`src/rtl/reg_select_read_port_if.sv`:
```
// Read-port handshake bundle: one-entry ready/valid buffer toward the datapath bus.
// A read transfers when rd_req && rd_ready; a result is consumed when rd_valid && rd_accept.
interface reg_select_read_port_if #(
    parameter int BITS = 32,
    parameter int SELW = 4
);
    logic            rd_req;
    logic            rd_ready;
    logic            rd_valid;
    logic            rd_accept;
    logic [BITS-1:0] rd_data;
    logic [SELW-1:0] rd_index;

    modport slave (
        input  rd_req,
        input  rd_accept,
        output rd_ready,
        output rd_valid,
        output rd_data,
        output rd_index
    );

    modport master (
        output rd_req,
        output rd_accept,
        input  rd_ready,
        input  rd_valid,
        input  rd_data,
        input  rd_index
    );
endinterface

```
`src/rtl/reg_select_read_port.sv`:
```
// Register-select / read-port stage: IR field decode to one-hot write enables, plus a
// buffered read port with write-to-read bypass, R0-as-zero base rule and sticky conflict flag.
module reg_select_read_port #(
    parameter int BITS      = 32,
    parameter int REGISTERS = 16,
    parameter int SELW      = 4
) (
    input  logic                      clk,
    input  logic                      clr,
    input  logic [BITS-1:0]           ir,
    input  logic                      gra,
    input  logic                      grb,
    input  logic                      grc,
    input  logic                      rin,
    input  logic                      rout,
    input  logic                      baout,
    input  logic [BITS-1:0]           busMuxOut,
    input  logic [BITS*REGISTERS-1:0] registerStream,
    output logic [REGISTERS-1:0]      loadEnable,
    output logic                      sel_err,
    reg_select_read_port_if.slave     rd
);
    logic [SELW-1:0] idx;
    logic            any_sel;
    logic            multi_sel;
    logic            rd_fire;
    logic [BITS-1:0] read_value;

    logic            rd_valid_q, rd_valid_d;
    logic [BITS-1:0] rd_data_q,  rd_data_d;
    logic [SELW-1:0] rd_index_q, rd_index_d;
    logic            sel_err_q,  sel_err_d;

    // Only the three 4-bit register fields of the IR are meaningful here.
    logic unused_ir_bits;
    assign unused_ir_bits = ^{ir[BITS-1:27], ir[14:0]};

    always_comb begin
        idx = '0;
        if (gra)      idx = ir[26:23];
        else if (grb) idx = ir[22:19];
        else if (grc) idx = ir[18:15];
    end

    assign any_sel   = gra | grb | grc;
    assign multi_sel = (gra & grb) | (gra & grc) | (grb & grc);

    // Gated by clr so the register file cannot be written while this stage is in reset.
    always_comb begin
        loadEnable = '0;
        if (clr && rin && any_sel) loadEnable[idx] = 1'b1;
    end

    assign rd.rd_ready = !rd_valid_q || rd.rd_accept;
    assign rd_fire     = rd.rd_req && rd.rd_ready && (rout || baout);

    // Base-address zero rule outranks the bypass; bypass outranks the stored value.
    always_comb begin
        read_value = registerStream[int'(idx)*BITS +: BITS];
        if (baout && (idx == '0))  read_value = '0;
        else if (loadEnable[idx])  read_value = busMuxOut;
    end

    always_comb begin
        rd_valid_d = rd_valid_q;
        rd_data_d  = rd_data_q;
        rd_index_d = rd_index_q;
        sel_err_d  = sel_err_q;
        if (rd_fire) begin
            rd_valid_d = 1'b1;
            rd_data_d  = read_value;
            rd_index_d = idx;
        end else if (rd.rd_accept) begin
            rd_valid_d = 1'b0;
        end
        if ((rin || rout || baout) && multi_sel) sel_err_d = 1'b1;
    end

    always_ff @(posedge clk or negedge clr) begin
        if (!clr) begin
            rd_valid_q <= 1'b0;
            rd_data_q  <= '0;
            rd_index_q <= '0;
            sel_err_q  <= 1'b0;
        end else begin
            rd_valid_q <= rd_valid_d;
            rd_data_q  <= rd_data_d;
            rd_index_q <= rd_index_d;
            sel_err_q  <= sel_err_d;
        end
    end

    assign rd.rd_valid = rd_valid_q;
    assign rd.rd_data  = rd_data_q;
    assign rd.rd_index = rd_index_q;
    assign sel_err     = sel_err_q;
endmodule

```
`src/flat_wrapper.sv`:
```
// flat-port wrapper written by rule: the top's interface ports become plain ports
module reg_select_read_port_flat 
#(
    parameter int BITS      = 32,
    parameter int REGISTERS = 16,
    parameter int SELW      = 4
)
  (clk, clr, ir, gra, grb, grc, rin, rout, baout, busMuxOut, registerStream, loadEnable, sel_err, rd_rd_req, rd_rd_accept, rd_rd_ready, rd_rd_valid, rd_rd_data, rd_rd_index);
  reg_select_read_port_if #(.BITS(BITS), .SELW(SELW)) rd_i ();
  input  logic clk;
  input  logic clr;
  input  logic [BITS-1:0] ir;
  input  logic gra;
  input  logic grb;
  input  logic grc;
  input  logic rin;
  input  logic rout;
  input  logic baout;
  input  logic [BITS-1:0] busMuxOut;
  input  logic [BITS*REGISTERS-1:0] registerStream;
  output logic [REGISTERS-1:0] loadEnable;
  output logic sel_err;
  input wire logic [$bits(rd_i.rd_req)-1:0] rd_rd_req;
  input wire logic [$bits(rd_i.rd_accept)-1:0] rd_rd_accept;
  output wire logic [$bits(rd_i.rd_ready)-1:0] rd_rd_ready;
  output wire logic [$bits(rd_i.rd_valid)-1:0] rd_rd_valid;
  output wire logic [$bits(rd_i.rd_data)-1:0] rd_rd_data;
  output wire logic [$bits(rd_i.rd_index)-1:0] rd_rd_index;
  assign rd_i.rd_req = rd_rd_req;
  assign rd_i.rd_accept = rd_rd_accept;
  assign rd_rd_ready = rd_i.rd_ready;
  assign rd_rd_valid = rd_i.rd_valid;
  assign rd_rd_data = rd_i.rd_data;
  assign rd_rd_index = rd_i.rd_index;
  reg_select_read_port #(.BITS(BITS), .REGISTERS(REGISTERS), .SELW(SELW)) u_core (.clk(clk), .clr(clr), .ir(ir), .gra(gra), .grb(grb), .grc(grc), .rin(rin), .rout(rout), .baout(baout), .busMuxOut(busMuxOut), .registerStream(registerStream), .loadEnable(loadEnable), .sel_err(sel_err), .rd(rd_i));
endmodule
```
`config.mk`:
```
export PLATFORM = sky130hd
export DESIGN_NAME = reg_select_read_port_flat
export DESIGN_NICKNAME = d
export VERILOG_FILES = /design/src/rtl/reg_select_read_port_if.sv /design/src/rtl/reg_select_read_port.sv /design/src/flat_wrapper.sv
export SDC_FILE = /design/constraint.sdc
export NUM_CORES = 1
export LEC_CHECK = 0
export ABC_AREA = 1
export CAP_MARGIN = 10
export CORE_AREA = 8 8 245 247
export CTS_CLUSTER_DIAMETER = 40
export DETAILED_ROUTE_END_ITERATION = 7
export DIE_AREA = 0 0 253 255
export PLACE_DENSITY = 0.44
export SYNTH_ARGS = -nofsm -noshare
export SYNTH_HDL_FRONTEND = slang
export SYNTH_SLANG_ARGS = --single-unit
```
`constraint.sdc`:
```
create_clock -name clk -period 3.1 [get_ports clk]
set_input_delay 0.62 -clock clk [delete_from_list [all_inputs] [get_ports clk]]
set_output_delay 0.62 -clock clk [all_outputs]
set_load 0.01 [all_outputs]
```
* After elaboration in Yosys (flattened, before gate mapping)
Cells that the tools add are included.
Word-level totals: output and inout port bits 55, input port bits 586, word-level logic and storage cells 40, flip-flop bits (word level) 38
Operators by class: bitwise operators 7, $lt $le $gt $ge 2, reductions and logical operators 14, muxes and demuxes 12, shift operators 1
Operators with widths (number):
- 512-bit by 10-bit indexed part select with 32-bit output | 1
- 32-bit 2-to-1 mux | 2
- 16-bit 2-to-1 mux | 1
- 4-bit 2-to-1 mux | 3
- 1-bit logical AND | 7
- 4-bit by 5-bit less-than comparator with 1-bit output (second input constant) | 1
- 1-bit binary-select mux with 4-bit select | 1
- 1-bit demux with 4-bit select | 1
- 4-bit by 1-bit greater-or-equal comparator with 1-bit output (second input constant) | 1
- 4-bit zero test | 1
- 1-bit logical OR | 4
- 1-bit 2-to-1 mux | 4
- 1-bit OR | 4
- 1-bit AND | 3
- 2-bit nonzero test | 1
- 1-bit zero test | 1

* Depth between registers and ports, before layout
depth after elaboration 12, gate-level depth with buffers 16, gate-level depth less buffers 13

* Least setup slack after synthesis
OpenSTA, ideal clock, no wires.
kind input -> output, from input grb, to output loadEnable[14], path buffers 2, stages 9, required time 2.480 ns, data arrival time 1.890 ns, slack 0.590 ns, path through buf_4 > inv_2 > nand3_1 > nand2_1 > o21ai_1 > nor2_1 > clkbuf_1 > inv_1 > nor2_1
On the way: longest elaborated chain between the ends 7, elaborated cells between the ends (all ways) 11, classes of those cells order compare: 2; mux: 5; bitwise: 2; reduce/logical: 2
RTL lines:
- start, declared | line flat_wrapper.sv:14 | input logic grb;
- 4-bit 2-to-1 mux | line reg_select_read_port.sv:41 | else if (grb) idx = ir[22:19];
- 4-bit 2-to-1 mux | line reg_select_read_port.sv:40 | if (gra) idx = ir[26:23];
- 4-bit by 5-bit less-than comparator with 1-bit output (implied by the code) or 4-bit by 1-bit greater-or-equal comparator with 1-bit output (tied branches) | line reg_select_read_port.sv:51 | if (clr && rin && any_sel) loadEnable[idx] = 1'b1;
- 1-bit logical AND (implied by the code) | line reg_select_read_port.sv:51
- 1-bit 2-to-1 mux (implied by the code) | line reg_select_read_port.sv:51
- 1-bit demux with 4-bit select
- 16-bit 2-to-1 mux * | line reg_select_read_port.sv:51
- end, declared | line flat_wrapper.sv:21 | output logic [REGISTERS-1:0] loadEnable;
Every way passes the cells marked *; elsewhere a longest branch is shown, timed or not.

* Worst setup path after layout
from input gra, to output loadEnable[6]
On the way: longest elaborated chain between the ends 6, elaborated cells between the ends (all ways) 10, classes of those cells order compare: 2; mux: 4; bitwise: 2; reduce/logical: 2
RTL lines:
- start, declared | line flat_wrapper.sv:13 | input logic gra;
- 4-bit 2-to-1 mux | line reg_select_read_port.sv:40
- 4-bit by 5-bit less-than comparator with 1-bit output (implied by the code) or 4-bit by 1-bit greater-or-equal comparator with 1-bit output (tied branches) | line reg_select_read_port.sv:51
- 1-bit logical AND (implied by the code) | line reg_select_read_port.sv:51
- 1-bit 2-to-1 mux (implied by the code) | line reg_select_read_port.sv:51
- 1-bit demux with 4-bit select
- 16-bit 2-to-1 mux * | line reg_select_read_port.sv:51
Marked as above.

==> metrics.log <==
[metrics] run status: completed
[metrics] unrepaired setup endpoints after global routing: false
[metrics] clk_lat worst skew: 0.31 ns
[metrics] GR Util All Layers: 0.2005
[metrics] Mapped Avg Cell Area: 4.412 um^2
[metrics] number of violations reported at the end of detailed-routing iteration 0: 848
[metrics] Max Transition Viols Final: 0
[metrics] starting density of the core: 0.1783
[metrics] synthesis warning total: 0
[metrics] first-pass iteration count of the detailed router: 5
[metrics] kind of start point of the critical path: input port
[metrics] pwr dens: 252.4 nW/um^2
[metrics] max frequency: 343.6 MHz
[metrics] placed wire-length estimate: 56,500 um
[metrics] DRT Wirelength: 67,940 um
[metrics] cell type with the highest aggregate area in the netlist: nand2_1
[metrics] pin count of the biggest net entering global routing: 94
[metrics] IO Port Bufs: 620
[metrics] count of unresolved DRC violations after routing: 0
[metrics] maximum net fanout on the critical path: 4
[metrics] commonest cells after routing, fill and taps aside: 1,200 x nand2_1, 602 x clkdlybuf4s50_1, 475 x inv_1, 227 x nand3_1, 82 x nor2_1
[metrics] clock tree from TritonCTS: done
[metrics] clock transition at the registers of the reported paths: 0.07 ns
[metrics] P_leak: 10.47 nW
[metrics] count of mapped cells out of synthesis: 2,261
[metrics] critical path type: in2out
[metrics] number of nets at the end of the flow: 3,403
[metrics] summed instance area of the synthesized netlist: 9976 um^2
[metrics] class of the most critical hold timing path: in2async
[metrics] area share of the largest cell type after synthesis: 0.4527
[metrics] period utilisation layout: 0.9387
[metrics] Worst EP arrival: 2.29 ns
[metrics] longest individual stage delay on the worst path: 0.51 ns
[metrics] setup TNS: 0 ns
[metrics] total of max-cap violations: 0
[metrics] cells along the critical path: clkdlybuf4s50_1, buf_4, nor2_1, nand2_1, nand3_4, inv_1, nand3_1, nor2_2, dlygate4sd2_1
[metrics] number of unique standard cell types used by synthesis: 22
[metrics] Hold Vio Cnt, Final: 0
[metrics] DR vias: 14,830
[metrics] worst-margin pin slew: 0.7488 ns
[metrics] worst max-slew margin expressed relative to the limit: 0.5008
[metrics] reg2reg path depth: 7
[metrics] Std-Cell Core Area: 55,950 um^2
[metrics] number of global-route vias before repair: 15,000
[metrics] floorplan die height: 255 um
[metrics] die outline width: 253 um
[metrics] number of antenna violations at the first check in global routing: 17
[metrics] required time worst endpoint: 2.48 ns
[metrics] Total Die Area: 64,520 um^2
[metrics] total clock buffers created by CTS: 5
[metrics] fraction of layout instances using a drive strength above 1: 0.03655
[metrics] Via-to-Cell Ratio: 4.136
[metrics] cell types occupying the most area after synthesis: nand2_1 45%, inv_1 18%, nand3_1 12%
[metrics] final setup vio count: 0
[metrics] wire length of the first global-routing pass: 97,300 um
[metrics] post-layout worst setup margin: 0.1899 ns
[metrics] synthesized flop and latch total: 38
[metrics] maximum clock skew at final layout: 0.007123 ns
[metrics] deepest clock path buffer count: 2
[metrics] flop-to-flop setup slack: 1.68 ns
[metrics] number of I/O pins: 641
[metrics] total design power: 4.409 mW
[metrics] smallest hold slack: 0.4677 ns
[metrics] VDD IR-drop max: 189.5 uV
[metrics] root buffer selected by CTS: clkbuf_16
[metrics] part of the Yosys area used for sequential elements: 0.09532
[metrics] RD Place Congestion: 0.9068
[metrics] grt ovf: 0
[metrics] number of buffers added to fix hold violations after cts: 0
[metrics] H-tree Lvls: 2
[metrics] ANT nets after route: 0
[metrics] most common library cell in the layout ignoring fill and taps: nand2_1
[metrics] CTS sink cnt: 38
[metrics] routed length per placed instance: 18.95 um
[metrics] Crit. End Element: output pin
[metrics] row count: 87
[metrics] total nets after synthesis: 2,847
[metrics] synthesis-to-finish area growth: 75.12%
[metrics] Final min period: 2.910 ns
[metrics] Setup WS pre-CTS: -0.1433 ns
[metrics] cell with the largest stage delay on the worst path: clkdlybuf4s50_1
==> final timing paths <==
check                                               start                           endpoint
max                                                   gra                      loadEnable[6]
min                                                   clr         u_core.sel_err$_DFFE_PN0P_
max reg2reg                u_core.rd.rd_valid$_DFFE_PN0P_   u_core.rd.rd_data[8]$_DFFE_PN0P_
min reg2reg                    u_core.sel_err$_DFFE_PN0P_         u_core.sel_err$_DFFE_PN0P_
max in group asynchronous                             clr  u_core.rd.rd_data[12]$_DFFE_PN0P_
min in group clk               u_core.sel_err$_DFFE_PN0P_         u_core.sel_err$_DFFE_PN0P_
==> worst max-delay path: cells and delay by family <==
kind          cells  cell delay [ns]
buf+inv           4             1.09
simple gates      5             0.57
==> flip-flops by register name, indices dropped and copies added, names as in the netlist <==
register / cells
u_core.rd.rd_valid: 1
u_core.rd.rd_data: 32
u_core.sel_err: 1
u_core.rd.rd_index: 4
==> through the flow <==
stage / instances / cell area, um^2 / utilization
2_1_floorplan: 2261 / 9976 / -
4_1_cts: 3574 / 17440 / 0.3116
3_5_place_dp: 3566 / 17250 / 0.3083
5_1_grt: 3584 / 17460 / 0.3121
6_report: 3586 / 17470 / 0.3122
3_3_place_gp: 3566 / 17250 / 0.3083
==> cell usage after synthesis (all sizes together) <==
cell type / count
inv: 481
or2: 2
nand3: 233
a21oi: 3
o21ai: 41
nand2: 1204
o21bai: 1
clkbuf: 42
nor2: 87
dfrtp: 38
buf: 98
nand3b: 31
==> timing repair <==
| item | CTS | global route |
|---|---|---|
| gates resized for setup | 21 | 1 |
| endpoints found under the hold margin | 0 | 0 |
| endpoints found under the setup margin | 16 | 1 |
| setup buffers | 0 | 0 |
==> kinds of logic after synthesis <==
kind of cell / count (synthesis) / share of synthesized area
buffers and inverters: 621 / 0.2516
and+or+nand+nor: 1557 / 0.6287
AOI/OAI and AO/OA: 45 / 0.02433
DFF: 38 / 0.09532
==> report_power, final <==
group	leakage (nW)	internal, mW	switching (mW)	total [mW]
combinational	9.92	1.41	1.58	2.99
sequential	0.455	0.606	0.0664	0.673
clock	0.0941	0.465	0.281	0.746
total	10.5	2.48	1.93	4.41
==> routing by layer <==
layer,part of all wire,GRT usage
met3,0.075,0.05086
met2,0.49,0.3549
met4,0.022,0.05736
met5,0.0011,0
met1,0.41,0.2375
==> final cells by class <==
cell class,count,area (um^2)
fill,6613,38480
multi-input combinational,1602,6630
antenna,12,30.03
inverter,481,1808
clock inverter,3,68.82
tap,756,945.9
timing repair buffer,689,6910
clock buffer,5,125.1
sequential,38,950.9
(Power assumes the default switching activity.)
